File: src/rtl/lcd_pkg.sv
// lcd_pkg: entry encoding, FSM state codes and helpers shared by
// the LCD init sequencer and its command ROM.
package lcd_pkg;

  localparam logic [1:0] ENT_CMD   = 2'b00;
  localparam logic [1:0] ENT_DATA  = 2'b01;
  localparam logic [1:0] ENT_DELAY = 2'b10;
  localparam logic [1:0] ENT_END   = 2'b11;

  localparam logic [2:0] RST_LOW  = 3'd0;
  localparam logic [2:0] RST_WAIT = 3'd1;
  localparam logic [2:0] FETCH    = 3'd2;
  localparam logic [2:0] SHIFT    = 3'd3;
  localparam logic [2:0] GAP      = 3'd4;
  localparam logic [2:0] DELAY    = 3'd5;
  localparam logic [2:0] DONE     = 3'd6;

  typedef struct packed {
    logic [1:0] typ;
    logic [7:0] val;
  } ent_t;

  function automatic int lcd_max(input int a, input int b);
    return (a > b) ? a : b;
  endfunction

endpackage

File: src/rtl/lcd_init_seq_if.sv
// lcd_init_seq_if: panel-side pins of the init sequencer
// (panel reset plus the 3-wire SPI link).
interface lcd_init_seq_if;
  logic lcd_reset;
  logic spi_cs_n;
  logic spi_sclk;
  logic spi_mosi;

  modport master (
    output lcd_reset, spi_cs_n,
    output spi_sclk, spi_mosi
  );

  modport slave (
    input lcd_reset, spi_cs_n,
    input spi_sclk, spi_mosi
  );
endinterface

File: src/rtl/lcd_init_rom.sv
// lcd_init_rom: synchronous command-list ROM, one entry per address.
// Maps onto block RAM; swap the list to bring up a different panel.
module lcd_init_rom
  import lcd_pkg::*;
#(
  parameter int ROM_DEPTH = 64,
  parameter bit USE_IMG = 1'b0,
  parameter logic [ROM_DEPTH*10-1:0] IMG = '0
) (
  input  logic clk,
  input  logic [$clog2(ROM_DEPTH)-1:0] addr,
  output ent_t q
);

  function automatic ent_t panel_ent(input int a);
    unique case (a)
      0:  return {ENT_CMD,   8'h01};
      1:  return {ENT_DELAY, 8'd120};
      2:  return {ENT_CMD,   8'h11};
      3:  return {ENT_DELAY, 8'd120};
      4:  return {ENT_CMD,   8'h36};
      5:  return {ENT_DATA,  8'h00};
      6:  return {ENT_CMD,   8'h3A};
      7:  return {ENT_DATA,  8'h66};
      8:  return {ENT_CMD,   8'hB0};
      9:  return {ENT_DATA,  8'h11};
      10: return {ENT_CMD,   8'h29};
      11: return {ENT_DELAY, 8'd20};
      default: return {ENT_END, 8'h00};
    endcase
  endfunction

  always_ff @(posedge clk) begin
    if (USE_IMG) q <= IMG[int'(addr)*10 +: 10];
    else         q <= panel_ent(int'(addr));
  end

endmodule

File: src/rtl/lcd_init_seq.sv
// lcd_init_seq: pulses panel reset, plays the command list over
// 9-bit 3-wire SPI, then releases the pixel timing generator.
module lcd_init_seq
  import lcd_pkg::*;
#(
  parameter int RST_LOW_CYCLES  = 202000,
  parameter int RST_WAIT_CYCLES = 2424000,
  parameter int SPI_DIV         = 4,
  parameter int DELAY_UNIT      = 20200,
  parameter int ROM_DEPTH       = 64,
  parameter bit USE_IMG         = 1'b0,
  parameter logic [ROM_DEPTH*10-1:0] IMG = '0
) (
  input  logic clk,
  input  logic resetn,
  input  logic restart,
  lcd_init_seq_if.master pnl,
  output logic busy,
  output logic timing_en
);

  localparam int AW = $clog2(ROM_DEPTH);
  localparam int DW = (SPI_DIV > 1) ? $clog2(SPI_DIV) : 1;
  localparam int CMAX = lcd_max(
    lcd_max(RST_LOW_CYCLES, RST_WAIT_CYCLES),
    lcd_max(255 * DELAY_UNIT, SPI_DIV));
  localparam int CW = $clog2(CMAX + 1);

  logic [2:0]    state;
  logic [CW-1:0] cnt;
  logic [CW-1:0] dly;
  logic [DW-1:0] dcnt;
  logic [3:0]    bcnt;
  logic [7:0]    sh;
  logic [AW-1:0] addr;
  logic          fph;
  logic          lcd_rst;
  logic          cs_n;
  logic          sclk;
  logic          mosi;
  ent_t          q;

  lcd_init_rom #(
    .ROM_DEPTH(ROM_DEPTH),
    .USE_IMG(USE_IMG),
    .IMG(IMG)
  ) u_rom (
    .clk(clk),
    .addr(addr),
    .q(q)
  );

  always_ff @(posedge clk or negedge resetn) begin
    if (!resetn) begin
      state   <= RST_LOW;
      cnt     <= '0;
      dly     <= '0;
      dcnt    <= '0;
      bcnt    <= '0;
      sh      <= '0;
      addr    <= '0;
      fph     <= 1'b0;
      lcd_rst <= 1'b0;
      cs_n    <= 1'b1;
      sclk    <= 1'b0;
      mosi    <= 1'b0;
    end else if (restart) begin
      state   <= RST_LOW;
      cnt     <= '0;
      dly     <= '0;
      dcnt    <= '0;
      bcnt    <= '0;
      sh      <= '0;
      addr    <= '0;
      fph     <= 1'b0;
      lcd_rst <= 1'b0;
      cs_n    <= 1'b1;
      sclk    <= 1'b0;
      mosi    <= 1'b0;
    end else begin
      unique case (state)
        RST_LOW:
          if (cnt == CW'(RST_LOW_CYCLES - 1)) begin
            lcd_rst <= 1'b1;
            cnt     <= '0;
            state   <= RST_WAIT;
          end else cnt <= cnt + CW'(1);
        RST_WAIT:
          if (cnt == CW'(RST_WAIT_CYCLES - 1)) begin
            cnt   <= '0;
            addr  <= '0;
            fph   <= 1'b0;
            state <= FETCH;
          end else cnt <= cnt + CW'(1);
        FETCH: begin
          fph <= ~fph;
          // second cycle: ROM output now reflects addr
          if (fph) begin
            unique case (1'b1)
              q.typ == ENT_END: state <= DONE;
              q.typ == ENT_DELAY: begin
                dly   <= CW'(q.val) * CW'(DELAY_UNIT);
                cnt   <= '0;
                state <= DELAY;
              end
              default: begin
                sh    <= q.val;
                mosi  <= q.typ[0];
                cs_n  <= 1'b0;
                sclk  <= 1'b0;
                dcnt  <= '0;
                bcnt  <= '0;
                state <= SHIFT;
              end
            endcase
          end
        end
        SHIFT:
          if (dcnt == DW'(SPI_DIV - 1)) begin
            dcnt <= '0;
            if (!sclk) sclk <= 1'b1;
            else if (bcnt == 4'd8) begin
              sclk  <= 1'b0;
              cs_n  <= 1'b1;
              mosi  <= 1'b0;
              cnt   <= '0;
              state <= GAP;
            end else begin
              sclk <= 1'b0;
              bcnt <= bcnt + 4'd1;
              mosi <= sh[7];
              sh   <= {sh[6:0], 1'b0};
            end
          end else dcnt <= dcnt + DW'(1);
        GAP:
          if (cnt == CW'(SPI_DIV - 1)) begin
            cnt <= '0;
            fph <= 1'b0;
            if (&addr) state <= DONE;
            else begin
              addr  <= addr + AW'(1);
              state <= FETCH;
            end
          end else cnt <= cnt + CW'(1);
        DELAY:
          if ((dly == '0) || (cnt == dly - CW'(1))) begin
            cnt <= '0;
            fph <= 1'b0;
            if (&addr) state <= DONE;
            else begin
              addr  <= addr + AW'(1);
              state <= FETCH;
            end
          end else cnt <= cnt + CW'(1);
        DONE: ;
        default: state <= RST_LOW;
      endcase
    end
  end

  assign pnl.lcd_reset = lcd_rst;
  assign pnl.spi_cs_n  = cs_n;
  assign pnl.spi_sclk  = sclk;
  assign pnl.spi_mosi  = mosi;
  assign busy          = (state != DONE);
  assign timing_en     = (state == DONE);

endmodule
File: src/flat_wrapper.sv
// flat-port wrapper written by rule: the top's interface ports become plain ports
module lcd_init_seq_flat import lcd_pkg::*;
#(
  parameter int RST_LOW_CYCLES  = 202000,
  parameter int RST_WAIT_CYCLES = 2424000,
  parameter int SPI_DIV         = 4,
  parameter int DELAY_UNIT      = 20200,
  parameter int ROM_DEPTH       = 64,
  parameter bit USE_IMG         = 1'b0,
  parameter logic [ROM_DEPTH*10-1:0] IMG = '0
)
  (clk, resetn, restart, busy, timing_en, pnl_lcd_reset, pnl_spi_cs_n, pnl_spi_sclk, pnl_spi_mosi);
  lcd_init_seq_if pnl_i ();
  input  logic clk;
  input  logic resetn;
  input  logic restart;
  output logic busy;
  output logic timing_en;
  output wire logic [$bits(pnl_i.lcd_reset)-1:0] pnl_lcd_reset;
  output wire logic [$bits(pnl_i.spi_cs_n)-1:0] pnl_spi_cs_n;
  output wire logic [$bits(pnl_i.spi_sclk)-1:0] pnl_spi_sclk;
  output wire logic [$bits(pnl_i.spi_mosi)-1:0] pnl_spi_mosi;
  assign pnl_lcd_reset = pnl_i.lcd_reset;
  assign pnl_spi_cs_n = pnl_i.spi_cs_n;
  assign pnl_spi_sclk = pnl_i.spi_sclk;
  assign pnl_spi_mosi = pnl_i.spi_mosi;
  lcd_init_seq #(.RST_LOW_CYCLES(RST_LOW_CYCLES), .RST_WAIT_CYCLES(RST_WAIT_CYCLES), .SPI_DIV(SPI_DIV), .DELAY_UNIT(DELAY_UNIT), .ROM_DEPTH(ROM_DEPTH), .USE_IMG(USE_IMG), .IMG(IMG)) u_core (.clk(clk), .resetn(resetn), .restart(restart), .pnl(pnl_i), .busy(busy), .timing_en(timing_en));
endmodule
File: config.mk
export PLATFORM = sky130hd
export DESIGN_NAME = lcd_init_seq_flat
export DESIGN_NICKNAME = d
export VERILOG_FILES = /design/src/rtl/lcd_pkg.sv /design/src/rtl/lcd_init_seq_if.sv /design/src/rtl/lcd_init_rom.sv /design/src/rtl/lcd_init_seq.sv /design/src/flat_wrapper.sv
export SDC_FILE = /design/constraint.sdc
export NUM_CORES = 1
export LEC_CHECK = 0
export BUFFER_PORTS_ARGS = -buffer_cell sky130_fd_sc_hd__buf_4
export CAP_MARGIN = 20
export CORE_MARGIN = 2
export CORE_UTILIZATION = 30
export DETAILED_ROUTE_END_ITERATION = 10
export HOLD_SLACK_MARGIN = 0.08
export RECOVER_POWER = 50
export SYNTH_ARGS = -nofsm -noshare
export SYNTH_HDL_FRONTEND = slang
export SYNTH_SLANG_ARGS = --single-unit
File: constraint.sdc
create_clock -name clk -period 4 [get_ports clk]
set_input_delay 0.8 -clock clk [delete_from_list [all_inputs] [get_ports clk]]
set_output_delay 0.8 -clock clk [all_outputs]
set_load 0.02 [all_outputs]
# --- After elaboration in Yosys (flattened, before gate mapping) ---
# Memories as Yosys holds them, arrays and structs flattened. A register that Yosys moved wholly into a read port is not among the register bits.
# Cells that the tools add are included.
classes:
  add_sub_neg: 5
  n_mul: 1
  n_div: 0
  magnitude_cmp: 0
  eq_ne: 27
  n_shift: 0
  mux: 78
  n_bitwise: 1
  reduce_logical: 27
ops:
  columns: ["operator", "count"]
  rows:
  - ["2-to-1 mux 23 bit", 14]
  - ["one-hot mux 23 bit (6 select lines)", 1]
  - ["2-to-1 mux 8 bit", 6]
  - ["2-to-1 mux 3 bit", 10]
  - ["2-to-1 mux 6 bit", 5]
  - ["inequality test 3 x 2 -> 1 bit (second input constant)", 9]
  - ["2-to-1 mux 4 bit", 6]
  - ["AND reduction 6 bit", 4]
  - ["adder 23 x 1 -> 23 bit (second input constant)", 1]
  - ["equality test 23 x 18 -> 1 bit (second input constant)", 1]
  - ["equality test 23 x 2 -> 1 bit (second input constant)", 1]
  - ["equality test 23 x 22 -> 1 bit (second input constant)", 1]
  - ["equality test 23 bit", 1]
  - ["zero test 23 bit", 1]
  - ["subtractor 23 x 1 -> 23 bit (second input constant)", 1]
  - ["2-to-1 mux 1 bit", 22]
  - ["one-hot mux 3 bit (7 select lines)", 1]
  - ["multiplier 8 x 12 -> 20 bit (second input constant)", 1]
  - ["one-hot mux 6 bit (3 select lines)", 1]
  - ["one-hot mux 8 bit (2 select lines)", 1]
  - ["AND reduction 4 bit", 3]
  - ["nonzero test 2 bit", 5]
  - ["equality test 3 bit (second input constant)", 3]
  - ["inequality test 3 bit (second input constant)", 3]
  - ["other kinds (28)", 37]
totals:
  reg_bits: 74
  latchBits: 0
  ramBits: 0
  mem_bits_ro: 160
  inputBits: 3
  n_memories: 1
memory_table:
  columns: ["memory", "depth", "width", "rd", "rd_ports_with_merged_regs", "wr", "line_no", "text"]
  rows:
  - ["(name not given)", 16, 10, 1, 1, 0, "lcd_init_rom.sv:16", "unique case (a)"]

# --- Logic depth before layout (Yosys ltp) ---
logic_depth:
  word_depth: 6
  depth_mapped: 17

# --- By module ---
# Synthesis repeated with hierarchy kept, for this count alone.
unflattened:
  cells_unflattened: 760
  hier_area_um2: 6721.4
by_module_without_submodules:
  columns: ["mod", "instances", "cells_each", "area_per_inst_um2", "seq_area_each_um2"]
  rows:
  - ["lcd_init_seq", 1, 710, 6244.7, 1778.0]
  - ["lcd_init_rom", 1, 50, 476.7, 200.2]

# --- Worst setup path before layout ---
# No wires, ideal clock.
synth_path:
  kind: "register -> register"
  from: "register, netlist name u_core.u_rom.q[5]"
  to: "register u_core.dly[22]"
  t_arrival_ns: 4.082
  required_ns: 3.871
  setup_slack_ns: -0.212
  stages_incl_launch_ff: 16
  cell_sequence: "dfxtp_1 -> inv_1 -> fa_1 -> inv_1 -> fa_1 -> fa_1 -> inv_1 -> fa_1 -> inv_1 -> ha_1 -> a21oi_1 -> o21a_1 -> o211ai_1 -> a41oi_1 -> nor2b_1 -> o41a_1"
synth_via:
  elab_chain_cells: 5
synth_rtl:
  columns: ["item", "line_no", "text"]
  rows:
  - ["multiplier 8 x 12 -> 20 bit", "lcd_init_seq.sv:102", "dly <= CW'(q.val) * CW'(DELAY_UNIT);"]
  - ["2-to-1 mux 23 bit", "lcd_init_seq.sv:99", "unique case (1'b1)"]
  - ["2-to-1 mux 23 bit", "lcd_init_seq.sv:98", "if (fph) begin"]
  - ["2-to-1 mux 23 bit", "lcd_init_seq.sv:81", "unique case (state)"]
  - ["2-to-1 mux 23 bit", "lcd_init_seq.sv:67", "end else if (restart) begin"]
  - ["to (signal assigned)", "lcd_init_seq.sv:102", null]
  - ["to (decl)", "lcd_init_seq.sv:31", "logic [CW-1:0] dly;"]
# Every way passes these cells. The select of a mux whose other input is x is not followed.
# A chain may end at the register's enable or synchronous reset.

# --- Worst setup path in the final report ---
layout_path:
  from: "register, netlist name u_core.u_rom.q[3]"
  to: "register u_core.dly[20]"
layout_via:
  elab_chain_cells: 5
layout_rtl:
  columns: ["item", "line_no"]
  rows:
  - ["multiplier 8 x 12 -> 20 bit", "lcd_init_seq.sv:102"]
  - ["2-to-1 mux 23 bit", "lcd_init_seq.sv:99"]
  - ["2-to-1 mux 23 bit", "lcd_init_seq.sv:98"]
  - ["2-to-1 mux 23 bit", "lcd_init_seq.sv:81"]
  - ["2-to-1 mux 23 bit", "lcd_init_seq.sv:67"]
# Every way passes these cells. The select of a mux whose other input is x is not followed.

==> metrics <==
cell area after layout=0.00780 mm²; Final Slew Violations=72; critical path launch point type=register; most frequent cells in the layout=nand2_1 (75), inv_1 (70), dfrtp_1 (70); Rel. slew slack=-20.0%; worst-path maximum fanout=3; Worst Skew=0.00579 ns; hpwl dp=12000 µm; vias in the first global route=5420; Post-Layout Cell Count=1088; Worst Path Arrival=4.32 ns; Clock Path Buffers=2; DP Area=0.00730 mm²; FFs w/ async S/R, synth=87.7%; core area=0.0218 mm²; H-tree depth=3; Final Setup Violations=3; YS warnings=0; crit path kind=reg -> reg; FMAX=247 MHz; Remaining DRCs=0; All-Layer GR Usage=13.9%; Detailed Routing Iterations Pass 1=4; ant diodes=0; final critical-path setup slack=-0.0437 ns; initial antenna violation count=0; Worst Path Required=4.27 ns; worst slew pin tran=1.80 ns; via count=5506; Top Ports=9; CP dominant cell by count=fa_1; EDFF count, synth=0; clock slew at the register clock pins of the worst setup and hold paths=0.06 ns; crit share post-route=101%; root buf cell=clkbuf_16; critical path capture point type=register; final hold slack=0.478 ns; layout cells sized above 1=16.8%; TritonCTS clock tree=built; Die Width=153 µm; VDD IR-drop max=0.155 mV; synthesis-stage register bit count=81; Clock Latency Late Sink=0.35 ns; outcome=finished, violations left; Final Net Count=892; Die Ht=153 µm; RSZ-0062 raised after global routing=true; register area share after synthesis=29.6%; Port Buffers=8; Cell Area, Synth=0.00669 mm²; first-pass GRT wire length=27100 µm; gp weighted congestion=0.847; final hold violation count=0; Period minus WS final=4.04 ns; Syn Nets=853; # hold bufs at CTS=0; Netlist cell types=74; ANT nets after route=0; slowest stage delay, CP=0.59 ns; Layout area overhead=16.7%; commonest non-fill, non-tap cell in the layout=nand2_1; total wire length=16000 µm; violated checks=capacitance limit, slew limit, setup timing; average size of a mapped cell=8.75 µm²; HP Class=reg -> reg; crit path max-delay cell type=fa_2; gr ovfl total=0; DP Cell Count=1063; worst path cell trace=fa_2 > fa_1 > fa_1 > inv_1 > fa_1 > inv_1 > ha_4 > buf_4 > nand3_1 > o211ai_1 > a41oi_2 > xnor2_1 > nand2_1 > a21oi_2; row cnt=54; initial core utilization=30.6%; vias per cell=5.06; leakage power=3.57 nW; top_reg_cell synth=dfrtp_1; setup tns final=-0.0872 ns; CTS Buf Count=9; largest net degree at the start of global routing=72; WL/cell=14.7 µm; initial detailed-routing violation count=203; max_cap viols=1; CTS Sinks=81; die area=0.0235 mm²; Power Dens Cells=233 mW/mm²; Mapped Cells=764
[path summary, 6_finish.rpt]
kind / from / endpoint / slack [ns] / cells past startpoint
worst max-delay path: u_core.u_rom.q[3] / u_core.dly[20] / -0.04 / 14
max in group asynchronous: resetn / u_core.cnt[18] / 1.98 / 1
worst max register to register: u_core.u_rom.q[3] / u_core.dly[20] / -0.04 / 14
min in group asynchronous: resetn / u_core.dly[14] / 0.89 / 1
worst min register to register: u_core.sh[5] / u_core.sh[5] / 0.48 / 2
worst min-delay path: u_core.sh[5] / u_core.sh[5] / 0.48 / 2
[repair_timing]
| action | CTS | global route |
|---|---|---|
| resized for setup | 17 | 20 |
| endpoints found under the setup margin | 6 | 8 |
| setup buffers | 2 | 7 |
| pin swaps | 22 | 18 |
[layer usage]
layer / vias up / global-route usage [%] / wire length [µm]
li1: 2746 / - / -
met5: - / 0 / 0
met4: 0 / 2.73 / 148
met1: 2672 / 18.7 / 7540
met2: 74 / 23.0 / 7770
met3: 14 / 3.35 / 530
[cell type report]
| class | count | area, µm² |
|---|---|---|
| fill | 2260 | 14000 |
| multi-input combinational | 572 | 4430 |
| sequential | 81 | 1990 |
| timing repair buffer | 60 | 448 |
| tap | 280 | 350 |
| inverter | 79 | 297 |
| clock buffer | 13 | 270 |
| clock inverter | 3 | 13.8 |
[worst max-delay path, delay by kind of cell (launching register included)]
family / cells / cell delay (ns)
fa+ha+maj: 5 / 2.41
compound gates: 3 / 0.61
flops: 1 / 0.33
buf+inv: 3 / 0.24
simple gates: 2 / 0.19
xor+xnor: 1 / 0.18
[power breakdown]
| part | total [mW] | internal, mW | switching, mW |
|---|---|---|---|
| Clock | 0.796 | 0.467 | 0.328 |
| Combinational | 0.163 | 0.0534 | 0.109 |
| Sequential | 0.857 | 0.832 | 0.0248 |
| Total | 1.82 | 1.35 | 0.463 |
[kinds of logic after synthesis]
group	after synthesis	share of synthesized area, %
AOI/OAI and AO/OA	138	13.9
xor gates and xnor gates	55	7.21
adders and majority gates	86	19.2
buffers and inverters	111	6.63
DFF	81	29.6
muxes	10	1.61
and+or+nand+nor	283	21.9
[state kept, by name, summed over array words and instances (netlist names), 2 cells and up]
register / cells
u_core.dcnt: 2
u_core.sh: 8
u_core.u_rom.q: 10
u_core.state: 3
u_core.addr: 6
u_core.cnt: 23
u_core.dly: 20
u_core.bcnt: 4
[through the flow]
stage / power, mW / worst slack, ns / utilization, %
6_report: 1.82 / -0.0437 / 35.7
5_1_grt: 1.89 / -0.210 / 35.7
4_1_cts: 1.84 / -0.0197 / 35.1
3_5_place_dp: 1.04 / -0.169 / 33.5
3_3_place_gp: 1.04 / -0.0886 / 33.5
2_1_floorplan: 0.998 / 0.0210 / -
[synthesized netlist by cell type, types with 9 or more instances]
master / count / share of area, %
a21oi_1: 48 / 3.6
a31oi_1: 10 / 0.94
clkbuf_1: 25 / 1.4
dfrtp_1: 70 / 26
dfxtp_1: 10 / 3.0
fa_1: 28 / 8.4
ha_1: 58 / 11
inv_1: 78 / 4.4
nand2_1: 76 / 4.3
nand3_1: 26 / 1.9
nand4_1: 9 / 0.84
nor2_1: 49 / 2.8
nor2b_1: 10 / 0.94
nor3_1: 41 / 3.1
nor4_1: 14 / 1.3
o21ai_0: 15 / 1.1
xnor2_1: 38 / 5.0
xor2_1: 17 / 2.2
Note: power is estimated with default switching activity, not from simulation.
